`config.mk`:
```
export PLATFORM = sky130hd
export DESIGN_NAME = mem_arbiter
export DESIGN_NICKNAME = d
export VERILOG_FILES = /design/src/rtl/mem_arbiter_pkg.sv /design/src/rtl/mem_arbiter_wait_counter.sv /design/src/rtl/mem_arbiter.sv
export SDC_FILE = /design/constraint.sdc
export NUM_CORES = 1
export LEC_CHECK = 0
export ABC_CLOCK_PERIOD_IN_PS = 1590
export CORE_MARGIN = 4
export CORE_UTILIZATION = 30
export CTS_BUF_LIST = sky130_fd_sc_hd__clkbuf_2 sky130_fd_sc_hd__clkbuf_4 sky130_fd_sc_hd__clkbuf_8
export DETAILED_ROUTE_END_ITERATION = 10
export DONT_BUFFER_PORTS = 1
export GPL_ROUTABILITY_DRIVEN = 0
export PLACE_DENSITY_LB_ADDON = 0.12
export SLEW_MARGIN = 30
export SYNTH_ARGS = -nofsm -noshare
export SYNTH_HDL_FRONTEND = slang
export SYNTH_SLANG_ARGS = --single-unit
```
`constraint.sdc`:
```
create_clock -name clk -period 1.59 [get_ports clk]
set_clock_uncertainty 0.1 [all_clocks]
set_input_delay 0.159 -clock clk [delete_from_list [all_inputs] [get_ports clk]]
set_output_delay 0.159 -clock clk [all_outputs]
set_load 0.05 [all_outputs]
```
`src/rtl/mem_arbiter_pkg.sv`:
```
// Shared definitions for the IF/MEM SRAM arbiter: FSM states, grant identifiers
// and the wait-counter width.
package mem_arbiter_pkg;

    localparam int CNT_W = 4;

    typedef enum logic [1:0] {
        ST_IDLE   = 2'd0,
        ST_ACCESS = 2'd1,
        ST_DONE   = 2'd2
    } state_t;

    typedef enum logic {
        GRANT_IF  = 1'b0,
        GRANT_MEM = 1'b1
    } grant_t;

endpackage

```
`src/rtl/mem_arbiter_wait_counter.sv`:
```
// Loadable down-counter that times one SRAM access; zero marks the last
// ACCESS cycle.
module wait_counter #(
    parameter int W = 4
) (
    input  logic         clk,
    input  logic         rst,
    input  logic         load,
    input  logic [W-1:0] load_value,
    input  logic         dec,
    output logic [W-1:0] count,
    output logic         zero
);

    // NOTE: sequential state uses non-blocking assignments so every register
    // samples the pre-edge values of its inputs.
    always_ff @(posedge clk) begin
        if (rst) begin
            count <= '0;
        end else if (load) begin
            count <= load_value;
        end else if (dec && count != '0) begin
            count <= count - 1'b1;
        end
    end

    assign zero = (count == '0);

endmodule

```
`src/rtl/mem_arbiter.sv`:
```
// Two-requester (IF read port, MEM read/write port) arbiter for a single
// multi-cycle SRAM; every output is decoded from registered state.
module mem_arbiter
    import mem_arbiter_pkg::*;
#(
    parameter int WAIT_CYCLES = 2,
    parameter int ADDR_W      = 32
) (
    input  logic              clk,
    input  logic              rst,
    input  logic              if_req,
    input  logic [ADDR_W-1:0] if_addr,
    output logic              if_ready,
    input  logic              mem_req,
    input  logic              mem_we,
    input  logic [ADDR_W-1:0] mem_addr,
    input  logic [31:0]       mem_wdata,
    output logic              mem_ready,
    output logic [31:0]       rdata,
    output logic              sram_en,
    output logic              sram_we,
    output logic [ADDR_W-1:0] sram_addr,
    output logic [31:0]       sram_wdata,
    input  logic [31:0]       sram_rdata
);

    localparam logic [CNT_W-1:0] LOAD_VALUE = CNT_W'(WAIT_CYCLES - 1);

    state_t            state;
    state_t            state_next;
    grant_t            grant_q;
    grant_t            last_grant;
    grant_t            pick;
    logic              any_req;
    logic              start;
    logic              we_q;
    logic [ADDR_W-1:0] addr_q;
    logic [31:0]       wdata_q;
    logic [CNT_W-1:0]  cnt;
    logic              cnt_zero;

    // On a tie the requester that did not win last time goes first.
    assign any_req = if_req || mem_req;
    assign pick    = (mem_req && (!if_req || last_grant == GRANT_IF)) ? GRANT_MEM : GRANT_IF;
    assign start   = (state == ST_IDLE) && any_req;

    wait_counter #(
        .W(CNT_W)
    ) u_wait_counter (
        .clk       (clk),
        .rst       (rst),
        .load      (start),
        .load_value(LOAD_VALUE),
        .dec       (state == ST_ACCESS),
        .count     (cnt),
        .zero      (cnt_zero)
    );

    always_ff @(posedge clk) begin
        if (rst) begin
            state <= ST_IDLE;
        end else begin
            state <= state_next;
        end
    end

    // NOTE: state_next gets a default first so no path leaves it unassigned,
    // which would otherwise infer a latch.
    always_comb begin
        state_next = state;
        unique case (state)
            ST_IDLE:   if (any_req) state_next = ST_ACCESS;
            ST_ACCESS: if (cnt_zero) state_next = ST_DONE;
            ST_DONE:   state_next = ST_IDLE;
            default:   state_next = ST_IDLE;
        endcase
    end

    always_comb begin
        sram_en    = 1'b0;
        sram_we    = 1'b0;
        sram_addr  = '0;
        sram_wdata = '0;
        if_ready   = 1'b0;
        mem_ready  = 1'b0;
        unique case (state)
            ST_ACCESS: begin
                sram_en    = 1'b1;
                sram_we    = we_q;
                sram_addr  = addr_q;
                sram_wdata = wdata_q;
            end
            ST_DONE: begin
                if_ready  = (grant_q == GRANT_IF);
                mem_ready = (grant_q == GRANT_MEM);
            end
            default: ;
        endcase
    end

    // Request fields are captured only at the grant edge; later changes on the
    // requester inputs have no effect until the FSM is back in IDLE.
    always_ff @(posedge clk) begin
        if (rst) begin
            grant_q    <= GRANT_IF;
            last_grant <= GRANT_IF;
            we_q       <= 1'b0;
            addr_q     <= '0;
            wdata_q    <= '0;
        end else if (start) begin
            grant_q    <= pick;
            last_grant <= pick;
            if (pick == GRANT_MEM) begin
                we_q    <= mem_we;
                addr_q  <= mem_addr;
                wdata_q <= mem_wdata;
            end else begin
                we_q    <= 1'b0;
                addr_q  <= if_addr;
                wdata_q <= '0;
            end
        end
    end

    always_ff @(posedge clk) begin
        if (rst) begin
            rdata <= '0;
        end else if (state == ST_ACCESS && cnt_zero && !we_q) begin
            rdata <= sram_rdata;
        end
    end

endmodule

```
==> results_dict.tcl, run 1 <==
set metrics [dict create \
    outcome "aborted with a tool error" \
    haltStage "clock tree synthesis" \
    firstError "[ERROR RSZ-0060] Max buffer count reached." \
    syn_area_per_cell_um2 10.5 \
    synth-simple-area-share_pct 21.0 \
    synth.top_cell.area_share_pct 45.6 \
    cts_resized 52 \
    synth_top_cell_by_area "dfxtp_1" \
    synth_top_family_by_area "simple AND/OR/NAND/NOR gates" \
    synth_area_um2 4570 \
    synth_edf_count 0 \
    port_buffers 0 \
    htree_levels 3 \
    synth.most_common_cell "dfxtp_1" \
    cts.sinks 104 \
    ys_seq_area_share_pct 45.6 \
    syn_inst 433 \
    cts_buffers 9 \
    synth_compound_area_share_pct 14.2 \
    postCtsSetupBuffers 8 \
    synth_area_leaders "dfxtp_1 46%, mux2i_1 14%, and2_1 8.9%, nand2b_1 8.8%, a22o_1 6.3%" \
    yosys_most_used_dff "dfxtp_1" \
    synthMuxAreaShare_pct 14.0 \
    rows 44 \
    die_w_um 131 \
    cts_root_buf "clkbuf_8" \
    synth_fa_ha_area_share_pct 0.274 \
    hold_buffers 130 \
    max-clock-path-buffers 2 \
    synth.distinct_cells 36 \
    ys_ff_latch 104 \
    syn_nets 567 \
    pin_count 233 \
    yosys_warnings 0 \
    synth_commonest_cells "104 x dfxtp_1, 65 x and2_1, 64 x mux2i_1, 64 x nand2b_1, 33 x a22o_1" \
    initial_core_util_pct 31.1 \
    async_reset_ff_share_pct 0 \
    hpwl_um 8210 \
    synth_xor_area_share_pct 0 \
    die_h_um 131 \
]
[logic make-up after synthesis]
logic type	after synthesis
AO/OA/AOI/OAI	76
adder cells (fa/ha/maj)	1
buffers and inverters	39
flip-flops	104
multiplexers	64
AND/OR/NAND/NOR	149
[per-stage QoR]
stage	worst slack, ps	hold WS (ps)	util (%)	cells	area, um2
2_1_floorplan	0.427	192	-	433	4650
3_3_place_gp	34.9	144	34.9	618	5140
3_5_place_dp	6.97	141	34.9	618	5140
==> run 2, diff against run 1 <==
Settings changed: ABC_CLOCK_PERIOD_IN_PS 1590 to 2050, CORE_UTILIZATION 30 to 20, CTS_BUF_LIST sky130_fd_sc_hd__clkbuf_2 sky130_fd_sc_hd__clkbuf_4 sky130_fd_sc_hd__clkbuf_8 to not set, PLACE_DENSITY_LB_ADDON 0.12 to 0.15.
Clock period 1.59 ns to 2.05 ns, I/O delays scaled along.
==> results_dict.tcl, run 2 <==
set metrics [dict create \
    final_cells 904 \
    antenna_found_initial 0 \
    cts_buffers 9 \
    layout.nets 748 \
    grt_pass1_wl_um 23400 \
    critical_path.max_fanout 28 \
    grt_usage_pct 11.5 \
    initial_core_util_pct 20.2 \
    htree_levels 3 \
    ys_seq_area_share_pct 45.6 \
    port_buffers 0 \
    relSlewSlack_pct 63.0 \
    drt_iter0_markers 150 \
    die_w_um 159 \
    power.density_nw_per_um2 737 \
    die_area_um2 25300 \
    fin_crit_ps 1960 \
    min-delay-start "rst" \
    grt-ovfl-total 0 \
    critPathCaptureType "primary output" \
    grt_setup_unrepaired "true" \
    cp_slowest_stage_delay_ps 390 \
    vias 3865 \
    max-clock-path-buffers 2 \
    synth_commonest_cells "104 x dfxtp_1, 65 x and2_1, 64 x mux2i_1, 64 x nand2b_1, 33 x a22o_1" \
    dp.cells 756 \
    clk_pin_slew_worst_paths_ps 70 \
    swShare_pct 33.5 \
    die_h_um 159 \
    ant_nets 0 \
    async_reset_ff_share_pct 0 \
    final_common_cell "dlygate4sd3_1" \
    syn_area_per_cell_um2 10.5 \
    start_kind "flop" \
    coreArea_um2 22600 \
    fin_util_pct 34.6 \
    drt_wl_total_um 14900 \
    antennaDiodeCount 0 \
    synth.top_cell.area_share_pct 45.6 \
    vias_per_cell 4.28 \
    synth_area_leaders "dfxtp_1 46%, mux2i_1 14%, and2_1 8.9%, nand2b_1 8.8%, a22o_1 6.3%" \
    drive_gt1_share_pct 16.6 \
    power_frac_comb_pct 26.3 \
    slew_violations 0 \
    worstMarginPinSlew_ps 555 \
    crit_chain "nor2b_4 -> bufbuf_16 -> and2_1 -> buf_12" \
    fmax_mhz 511 \
    synth_top_cell_by_area "dfxtp_1" \
    crit_type "reg2out" \
    clk_latency_ps 350 \
    pin_count 233 \
    power_frac_clock_pct 29.3 \
    reg2regPathDepth 4 \
    multi_input_area_um2 2290 \
    nFillCells 2211 \
    syn_inst 433 \
    p_seq_share_pct 44.4 \
    switching_power_w 0.00193 \
    r2r-end "addr_q[1]$_SDFFE_PP0P_" \
    drc 0 \
    yosys_most_used_dff "dfxtp_1" \
    finalCritPeriodShare_pct 95.4 \
    synth_area_um2 4570 \
    cts_root_buf "clkbuf_16" \
    setup_viol 0 \
    top_regs "addr_q: 32 flops, rdata: 32 flops, wdata_q: 32 flops" \
    synth.most_common_cell "dfxtp_1" \
    ys_ff_latch 104 \
    regArea_um2 2090 \
    drtPass1Iterations 4 \
    grt_max_degree 70 \
    wire_per_inst_um 16.5 \
    rows 55 \
    final_cell_mix "129 x dlygate4sd3_1, 103 x dfxtp_1, 71 x buf_12" \
    hpwl_um 9640 \
    hp-class "in2reg" \
    hold_depth 2 \
    power.internal_w 0.00383 \
    syn_to_final_growth_pct 71.2 \
    cts_tree "done" \
    outcome "completed" \
    rrSetupSlack_ps 150 \
    synth_edf_count 0 \
    syn_nets 567 \
    required_ps 1750 \
    worstHoldEndpoint "state[0]$_SDFFE_PP0P_" \
    p_leak_nw 3.01 \
    reg2reg_from "last_grant$_SDFFE_PP0P_" \
    grt_pass1_vias 4165 \
    hold_viol_final 0 \
    drv_cap 0 \
    vdd_drop_max_v 0.000322 \
    cts.sinks 104 \
    worst_ep_arrival_time_ps 1650 \
    synth.distinct_cells 36 \
    cp_slowest_cell "dfxtp_4" \
    yosys_warnings 0 \
]
## run 2: cell families after synthesis
logic type | Yosys count | synth area share (%)
buffers and inverters | 39 | 4.85
and+or+nand+nor | 149 | 21.0
AOI/OAI and AO/OA | 76 | 14.2
adders and majority gates | 1 | 0.274
DFF | 104 | 45.6
muxes | 64 | 14.0
## run 2: critical path, delay by kind of cell, from the launching register on
kind | cells | cell delay, ps
buf+inv | 2 | 500
simple gates | 2 | 400
flops | 1 | 390
## run 2: worst max-delay path by stage
| stage | from | to | cells after the start |
|---|---|---|---|
| floorplan | state[1]$_SDFFE_PP0P_ | if_ready | 1 |
| global placement | state[0]$_SDFFE_PP0P_ | sram_addr[12] | 4 |
| detailed placement | state[0]$_SDFFE_PP0P_ | sram_addr[12] | 4 |
| CTS | state[0]$_SDFFE_PP0P_ | sram_wdata[0] | 4 |
| global route | state[0]$_SDFFE_PP0P_ | sram_wdata[8] | 4 |
| finish | state[0]$_SDFFE_PP0P_ | sram_wdata[0] | 4 |
## run 2: final cells by class
class | instances | area share (%)
Clock buffer | 10 | 2.93
Clock inverter | 6 | 0.688
Inverter | 2 | 0.0960
Multi-Input combinational cell | 290 | 29.4
Sequential cell | 104 | 26.7
Tap cell | 285 | 4.56
Timing Repair Buffer | 207 | 35.7
## run 2: per-layer routing
layer / part of all wire [%] / vias up / global-route usage [%]
met3: 6.5 / 15 / 3.81
met5: 0 / - / 0
met2: 52 / 127 / 21.0
li1: - / 1869 / -
met4: 1.6 / 0 / 3.91
met1: 40 / 1854 / 12.5
## run 2: timing repair
item,CTS,global route
endpoints found under the setup margin,56,27
resized for setup,1,1
gates cloned,1,0
setup buffers,0,1
hold buffers,130,0
hold endpoints to repair,103,0
## run 2: per-stage QoR
stage | total power (W) | setup TNS, ps | instance area (um2) | worst slack [ps] | hold WS (ps)
final | 0.00576 | 0 | 7820 | 94.0 | 52.5
after global routing | 0.00605 | -94.4 | 7820 | -14.4 | 92.0
after CTS | 0.00588 | 0 | 7810 | 1.50 | 51.7
after detailed placement | 0.00386 | 0 | 6180 | 342 | 188
after global placement | 0.00385 | 0 | 6180 | 419 | 194
after floorplan | 0.00339 | 0 | 4570 | 203 | 238
## run 2: power by group through the flow
stage | Combinational, W | Sequential (W) | Clock (W)
after floorplan | 0.000835 | 0.00256 | 0
after global placement | 0.00124 | 0.00260 | 0
after detailed placement | 0.00126 | 0.00260 | 0
after CTS | 0.00153 | 0.00256 | 0.00180
after global routing | 0.00162 | 0.00258 | 0.00185
final | 0.00151 | 0.00256 | 0.00169
Power figures use the tool's default switching activity.
